**src/rtl/jump_sequencer_if.sv**
```systemverilog
// jump_sequencer_if: game-FSM/renderer side signals of the jump sequencer.
interface jump_sequencer_if;
    logic [2:0]  i_state;
    logic        i_btn;
    logic        i_frame_tick;
    logic        o_jump_done;
    logic [3:0]  o_power;
    logic [31:0] o_x_man;
    logic [15:0] o_y_man;
    modport master (output i_state, i_btn, i_frame_tick,
                    input  o_jump_done, o_power, o_x_man, o_y_man);
    modport slave  (input  i_state, i_btn, i_frame_tick,
                    output o_jump_done, o_power, o_x_man, o_y_man);
endinterface

```
**src/rtl/jump_sequencer.sv**
```systemverilog
// jump_sequencer: charge-time measurement and frame-by-frame flight animation of one jump.
// JUMP_AUTO_RELEASE_EN: hitting MAX_POWER while charging releases the jump automatically.
module jump_sequencer #(
    parameter int MAX_POWER     = 15,
    parameter int FLIGHT_FRAMES = 16,
    parameter int X_MAX         = 639
) (
    input  logic clk_machine,
    input  logic rst_machine,
    jump_sequencer_if.slave bus
);
    localparam logic [2:0] S_INIT = 3'd0, S_RELD = 3'd1, S_ACCU = 3'd3, S_JUMP = 3'd4, S_OVER = 3'd6;
    typedef enum logic [1:0] {IDLE, CHARGE, FLIGHT, DONE} state_t;
    state_t      state_q;
    logic [15:0] frame_q, frame_d;
    logic [3:0]  power_q, power_d;
    logic [31:0] x_q, x_d;
    logic [15:0] y_q, y_d;
    logic        done_q;
    logic        abort, last;
    logic [32:0] x_sum;
    always_comb begin
        abort   = bus.i_state == S_RELD || bus.i_state == S_OVER || bus.i_state == S_INIT;
        power_d = power_q == 4'(MAX_POWER) ? power_q : power_q + 4'd1;
        frame_d = frame_q + 16'd1;
        last    = frame_d == 16'(FLIGHT_FRAMES);
        x_sum   = {1'b0, x_q} + 33'(power_q);
        x_d     = x_sum > 33'(X_MAX) ? 32'(X_MAX) : x_sum[31:0];
        y_d     = last ? 16'd0 : frame_d * (16'(FLIGHT_FRAMES) - frame_d);
    end
    always_ff @(posedge clk_machine or posedge rst_machine)
        if (rst_machine) begin
            state_q <= IDLE;
            frame_q <= '0;
            power_q <= '0;
            x_q     <= '0;
            y_q     <= '0;
            done_q  <= 1'b0;
        end else begin
            done_q <= 1'b0;
            case (state_q)
                IDLE:
                    if (bus.i_state == S_RELD) begin
                        x_q     <= '0;
                        y_q     <= '0;
                        power_q <= '0;
                    end else if (bus.i_state == S_ACCU) begin
                        state_q <= CHARGE;
                        power_q <= '0;
                    end
                CHARGE:
                    if (abort) begin
                        state_q <= IDLE;
                        y_q     <= '0;
                    end else if (!bus.i_btn) begin
                        done_q  <= 1'b1;
                        power_q <= power_q == 4'd0 ? 4'd1 : power_q;
                        frame_q <= '0;
                        state_q <= FLIGHT;
                    end else if (bus.i_frame_tick) begin
                        power_q <= power_d;
`ifdef JUMP_AUTO_RELEASE_EN
                        if (power_d == 4'(MAX_POWER)) begin
                            done_q  <= 1'b1;
                            frame_q <= '0;
                            state_q <= FLIGHT;
                        end
`endif
                    end
                FLIGHT:
                    if (abort) begin
                        state_q <= IDLE;
                        y_q     <= '0;
                    end else if (bus.i_state == S_JUMP && bus.i_frame_tick) begin
                        frame_q <= frame_d;
                        x_q     <= x_d;
                        y_q     <= y_d;
                        if (last) begin
                            done_q  <= 1'b1;
                            state_q <= DONE;
                        end
                    end
                DONE:
                    if (bus.i_state != S_JUMP) state_q <= IDLE;
                default: state_q <= IDLE;
            endcase
        end
    assign bus.o_jump_done = done_q;
    assign bus.o_power     = power_q;
    assign bus.o_x_man     = x_q;
    assign bus.o_y_man     = y_q;
endmodule

```
**src/flat_wrapper.sv**
```systemverilog
// flat-port wrapper written by rule: the top's interface ports become plain ports
module jump_sequencer_flat 
#(
    parameter int MAX_POWER     = 15,
    parameter int FLIGHT_FRAMES = 16,
    parameter int X_MAX         = 639
)
  (clk_machine, rst_machine, bus_i_state, bus_i_btn, bus_i_frame_tick, bus_o_jump_done, bus_o_power, bus_o_x_man, bus_o_y_man);
  jump_sequencer_if bus_i ();
  input  logic clk_machine;
  input  logic rst_machine;
  input wire logic [$bits(bus_i.i_state)-1:0] bus_i_state;
  input wire logic [$bits(bus_i.i_btn)-1:0] bus_i_btn;
  input wire logic [$bits(bus_i.i_frame_tick)-1:0] bus_i_frame_tick;
  output wire logic [$bits(bus_i.o_jump_done)-1:0] bus_o_jump_done;
  output wire logic [$bits(bus_i.o_power)-1:0] bus_o_power;
  output wire logic [$bits(bus_i.o_x_man)-1:0] bus_o_x_man;
  output wire logic [$bits(bus_i.o_y_man)-1:0] bus_o_y_man;
  assign bus_i.i_state = bus_i_state;
  assign bus_i.i_btn = bus_i_btn;
  assign bus_i.i_frame_tick = bus_i_frame_tick;
  assign bus_o_jump_done = bus_i.o_jump_done;
  assign bus_o_power = bus_i.o_power;
  assign bus_o_x_man = bus_i.o_x_man;
  assign bus_o_y_man = bus_i.o_y_man;
  jump_sequencer #(.MAX_POWER(MAX_POWER), .FLIGHT_FRAMES(FLIGHT_FRAMES), .X_MAX(X_MAX)) u_core (.clk_machine(clk_machine), .rst_machine(rst_machine), .bus(bus_i));
endmodule
```
**config.mk**
```make
export PLATFORM = sky130hd
export DESIGN_NAME = jump_sequencer_flat
export DESIGN_NICKNAME = d
export VERILOG_FILES = /design/src/rtl/jump_sequencer_if.sv /design/src/rtl/jump_sequencer.sv /design/src/flat_wrapper.sv
export SDC_FILE = /design/constraint.sdc
export NUM_CORES = 1
export LEC_CHECK = 0
export ABC_CLOCK_PERIOD_IN_PS = 22100
export CAP_MARGIN = 20
export CORE_MARGIN = 3
export CORE_UTILIZATION = 24
export CTS_CLUSTER_DIAMETER = 30
export DETAILED_ROUTE_END_ITERATION = 10
export GPL_TIMING_DRIVEN = 0
export PLACE_DENSITY = 0.41
export REMOVE_ABC_BUFFERS = 1
export SLEW_MARGIN = 10
export SYNTH_ARGS = -nofsm -noshare
export SYNTH_HDL_FRONTEND = slang
export SYNTH_SLANG_ARGS = --single-unit
```
**constraint.sdc**
```tcl
create_clock -name clk_machine -period 22.1 [get_ports clk_machine]
set_input_delay 5.525 -clock clk_machine [delete_from_list [all_inputs] [get_ports clk_machine]]
set_output_delay 5.525 -clock clk_machine [all_outputs]
set_load 0.01 [all_outputs]
```
==> Yosys cells after proc, flatten, opt, wreduce, memory -nomap -nowiden <==
Cells that the tools add are included.
{ "op_classes": {"n_addsub": 4, "n_mul": 1, "div": 0, "magnitude_cmp": 1, "n_eq_ne": 26, "n_shift": 0, "mux": 39, "n_bitwise": 0, "n_reduce_logical": 15} }
{ "ops": {"columns": ["op", "n"], "rows": [
  ["$mux 16", 9],
  ["$mux 32", 4],
  ["$pmux 32 s2", 1],
  ["$pmux 16 s3", 1],
  ["$add 32x4->33", 1],
  ["$gt 33x10->1 const B", 1],
  ["$pmux 16 s2", 1],
  ["$mux 4", 7],
  ["$add 16x1->16 const B", 1],
  ["$eq 16x5->1 const B", 1],
  ["$mul 16x16->16", 1],
  ["$mux 2", 8],
  ["$sub 5x16->16 const A", 1],
  ["$reduce_and 6->1", 2],
  ["$ne 2x1->1 const B", 5],
  ["$ne 3x1->1 const B", 3],
  ["$ne 3x3->1 const B", 3],
  ["$ne 2x2->1 const B", 4],
  ["$pmux 2 s4", 1],
  ["$pmux 4 s2", 1],
  ["$reduce_and 4->1", 2],
  ["$eq 3x3->1 const B", 2],
  ["$ne 3x2->1 const B", 2],
  ["$reduce_bool 2->1", 3],
  ["15 further kinds", 21]
]} }
{ "word_totals": {"reg_bits": 71, "latch_bits": 0, "mem_bits_rw": 0, "romBits": 0, "inputBits": 7, "out_inout_bits": 53, "word_cells": 92, "mem_count": 0} }

==> Longest topological paths before layout <==
{ "logic_depth": {"ltp_word": 7, "depth_mapped": 36} }

==> Worst setup path after synthesis <==
Ideal clock, no wire load.
{ "synth_timing": {"path_type": "reg-to-reg", "start": "register u_core.frame_q[0]", "end": "register u_core.y_q[15] (netlist: u_core.bus.o_y_man[15])", "arrival_time_ns": 7.884, "t_required_ns": 21.979, "setup_slack_ns": 14.095, "stages_incl_launch_ff": 34, "n_path_buf": 4, "period_less_slack_ns": 8.005, "cell_sequence": "dfrtp_1 buf_6 inv_1 buf_4 ha_1 buf_6 or4b_1 a21oi_1 a311oi_1 or3_1 buf_6 a21oi_1 o22ai_1 xnor2_1 nand2_1 fa_1 inv_1 fa_1 fa_1 inv_1 fa_1 fa_1 fa_1 xor2_1 xnor2_1 xnor2_1 xnor2_1 xnor2_1 xnor3_1 xnor3_1 xnor3_1 xnor3_1 xnor2_1 o21ai_1"} }
{ "synth_via": {"elab_chain_len": 7, "word_cells_on_any_way": 8, "cone_classes": "add/sub (2); mul (1); eq/ne (1); mux (4)"} }
{ "synth_lines": {"columns": ["item", "line", "text"], "rows": [
  ["from (decl)", "jump_sequencer.sv:15", "logic [15:0] frame_q, frame_d;"],
  ["from (signal assigned)", "jump_sequencer.sv:75", "frame_q <= frame_d;"],
  ["$add 16x1->16 *", "jump_sequencer.sv:25", "frame_d = frame_q + 16'd1;"],
  ["$sub 5x16->16", "jump_sequencer.sv:29", "y_d = last ? 16'd0 : frame_d * (16'(FLIGHT_FRAMES) - frame_d);"],
  ["$mul 16x16->16", "jump_sequencer.sv:29", null],
  ["$mux 16 *", "jump_sequencer.sv:29", null],
  ["$mux 16 *", "jump_sequencer.sv:74", "end else if (bus.i_state == S_JUMP && bus.i_frame_tick) begin"],
  ["$mux 16 *", "jump_sequencer.sv:71", "if (abort) begin"],
  ["$pmux 16 s3 *", "jump_sequencer.sv:41", "case (state_q)"],
  ["to (signal assigned)", "jump_sequencer.sv:77", "y_q <= y_d;"],
  ["to (decl)", "jump_sequencer.sv:18", "logic [15:0] y_q, y_d;"]
]} }
Every way passes the cells marked *; elsewhere a longest branch is shown, timed or not. The select of a mux whose other input is x is not followed.
A chain may end at the register's enable or synchronous reset.

==> Final worst setup path <==
Ends and elaborated chain as after synthesis.

==> impl_metrics.csv <==
group,metric,value,unit
run_status,status,"completed",
cells_and_area,finalNetCount,1174,
synth,synth_area_leader_cell,"dfrtp_1",
setup_path,critPathLaunchType,"register",
synth,synthTopCellsByArea,"dfrtp_1 (21%), fa_1 (19%), ha_1 (9.9%)",
synth,syn_inst,980,
timing,setup_viol,0,
floorplan,die_y,192.4,microns
run,cap_violations,0,
global_routing,grt-ovfl-total,0,
synth,yosys-top-cells-count,"inv_1 (147), nor2_1 (97), nand2_1 (91)",
power,swShare,38.32,%
synth,synth_top_cell_area_share,21.30,%
routing,final_antenna_net_count,0,
setup_path,max_stage_delay,0.76,ns
synth,netlist_area,8342,sq um
place,hpwlAfterDp,18130,microns
timing,period_needed,9.520,ns
timing,hold_viol_final,0,
global_routing,first_global_vias,6871,
cells_and_area,final_util,28.70,%
clock_network,clkTransAtPathRegs,0.07,ns
synth,async_reset_ff_share,100.0,%
timing,tightest_slew,0.9821,ns
setup_path,setup.worst_path.end_class,"register",
floorplan,coreArea,33870,sq um
setup_path,cp.required,22.33,ns
global_routing,grt_usage,12.90,%
clock_network,clk_path_buf_depth,2,
clock_network,clock_latency,0.36,ns
power,p_comb_share,30.7,%
clock_network,clock-sinks,71,
setup_path,r2r_slack,12.58,ns
setup_path,crit_type,"reg -> reg",
min_path,worstHoldPathCells,2,
clock_network,postCtsHoldBufs,0,
global_routing,grt_max_degree,50,
place,io_buffers,59,
floorplan,pin_count,60,
power,p_switching,0.0001721,W
min_path,hp-class,"reg -> reg",
routing,drt_iter0_markers,303,
floorplan,start_util,24.63,%
synth,synth_edf_count,0,
routing,drc,0,
synth,ys_ff_latch,71,
routing,wire_per_inst,15.46,microns
clock_network,post_cts_buffers,0,
synth,synth_cell_types,64,
timing,fin_tns_setup,0,ns
cells_and_area,ff_latch_area,1777,sq um
cells_and_area,multi_input_area,5808,sq um
global_routing,grt_pass1_wl,37960,microns
timing,fmax,0.1050,GHz
cells_and_area,n_fill_cell,3654,
timing,post-route-period-util,43.08,%
setup_path,path_max_fanout,15,
clock_network,cts_resized,0,
cells_and_area,final_area,9721,sq um
setup_path,path_buf_inv,3,
synth,synth_most_common_cell,"inv_1",
power,p_leak,4.371,nW
floorplan,rows,67,
floorplan,dieArea,37030,sq um
power,powerDensity,46.19,nW/um^2
routing,vias,6663,
power,p_clk_share,34.1,%
clock_network,cts_made_buffers,9,
floorplan,die_w,192.4,microns
global_routing,antenna_found_initial,0,
timing,fin_skew,0.01617,ns
cells_and_area,diodes,0,
power,ir_drop,0.03243,mV
clock_network,cts_tree,"yes",
setup_path,arrival,9.75,ns
power,intPower,0.0002769,W
synth,ys.warnings.count,0,
synth,syn_area_per_cell,8.512,sq um
setup_path,crit_family,"adder cells",
clock_network,cts_root_buffer,"clkbuf_16",
clock_network,htree_levels,3,
setup_path,rr_worst_depth,29,
cells_and_area,area_delta_synth_final,16.53,%
routing,vias_per_cell,4.523,
timing,slew_violations,0,
timing,slew_headroom,34.51,%
timing,rsz0062_at_grt,"no",
setup_path,worst_path_max_delay_cell,"dfrtp_1",
synth,synth_flop_cell,"dfrtp_1",
routing,dr.pass1.iters,4,
synth,ys_seq_area_share,21.30,%
setup_path,crit_cells,29,
power,seqPwrFrac,35.3,%
place,placedInstanceArea,9409,sq um
cells_and_area,drive_above_1_share,6.732,%
place,gp_congestion,0.7867,
routing,finalWirelength,22770,microns
[per-layer routing]
layer,up-vias,wire length (microns),track usage (%)
met3,16,631,1.308
met2,108,10800,21.69
met1,3279,10960,17.69
li1,3260,-,-
met4,0,368,3.390
met5,-,0,0
[registers in the layout, indices dropped and copies added (netlist names)]
signal                  count
u_core.bus.o_jump_done      1
u_core.bus.o_power          4
u_core.frame_q             16
u_core.bus.o_y_man         16
u_core.bus.o_x_man         32
u_core.state_q              2
[tightest hold or removal path: stages, from the launching register on]
cell and delay (ns):
dfrtp_1 0.34, nand2_1 0.05, o41ai_1 0.05
[cell type report]
type	instances	share of cell area [%]
tap	448	5.767
inverter	149	5.779
multi-input combinational	720	59.75
clock inverter	7	0.7337
clock buffer	9	2.317
timing repair buffer	69	7.375
sequential	71	18.28
[logic make-up after synthesis]
family | count (synthesis) | share of synthesized area (%)
other cells | 1 | 0.04495
xor+xnor | 57 | 6.915
fa+ha+maj | 147 | 29.34
compound gates | 147 | 10.68
flops | 71 | 21.30
buf+inv | 189 | 9.150
simple gates | 362 | 21.81
mux | 6 | 0.7649
[placed cells by master, fill, tap and decap left out, types with 32 or more instances in the layout]
master           Yosys  layout
fa_1                81      81
xnor2_1             41      41
inv_1              147     146
o21ai_0             56      56
ha_1                66      66
nor2_1              97      97
a21oi_1             32      32
clkdlybuf4s50_1      0      59
dfrtp_1             71      71
nand2_1             91      91
[metrics by stage]
step                      worst slack (ns)  cells  hold slack, ns  power (W)
after floorplan                      13.72    940          0.4831  0.0002386
after global placement               11.98   1447          0.4598  0.0002985
after detailed placement             12.52   1456          0.4655  0.0003023
after CTS                            12.50   1472          0.4847  0.0004589
after global routing                 11.95   1473          0.5177  0.0004791
final                                12.58   1473          0.4768  0.0004490
[final timing paths]
check	startpoint	end
worst max-delay path	u_core.frame_q[0]	u_core.bus.o_y_man[15]
worst min-delay path	u_core.bus.o_y_man[9]	u_core.bus.o_y_man[9]
worst max register to register	u_core.frame_q[0]	u_core.bus.o_y_man[15]
worst min register to register	u_core.bus.o_y_man[9]	u_core.bus.o_y_man[9]
max in group asynchronous	rst_machine	u_core.bus.o_y_man[11]
min in group asynchronous	rst_machine	u_core.bus.o_x_man[22]
[power groups by stage]
stage	registers (W)	clock network (W)	logic (W)
finish	0.000158	0.000153	0.000138
global route	0.000161	0.000164	0.000154
CTS	0.000159	0.000159	0.000141
detailed placement	0.000161	0	0.000141
global placement	0.000162	0	0.000137
floorplan	0.000163	0	0.0000759
Power figures use the tool's default switching activity.
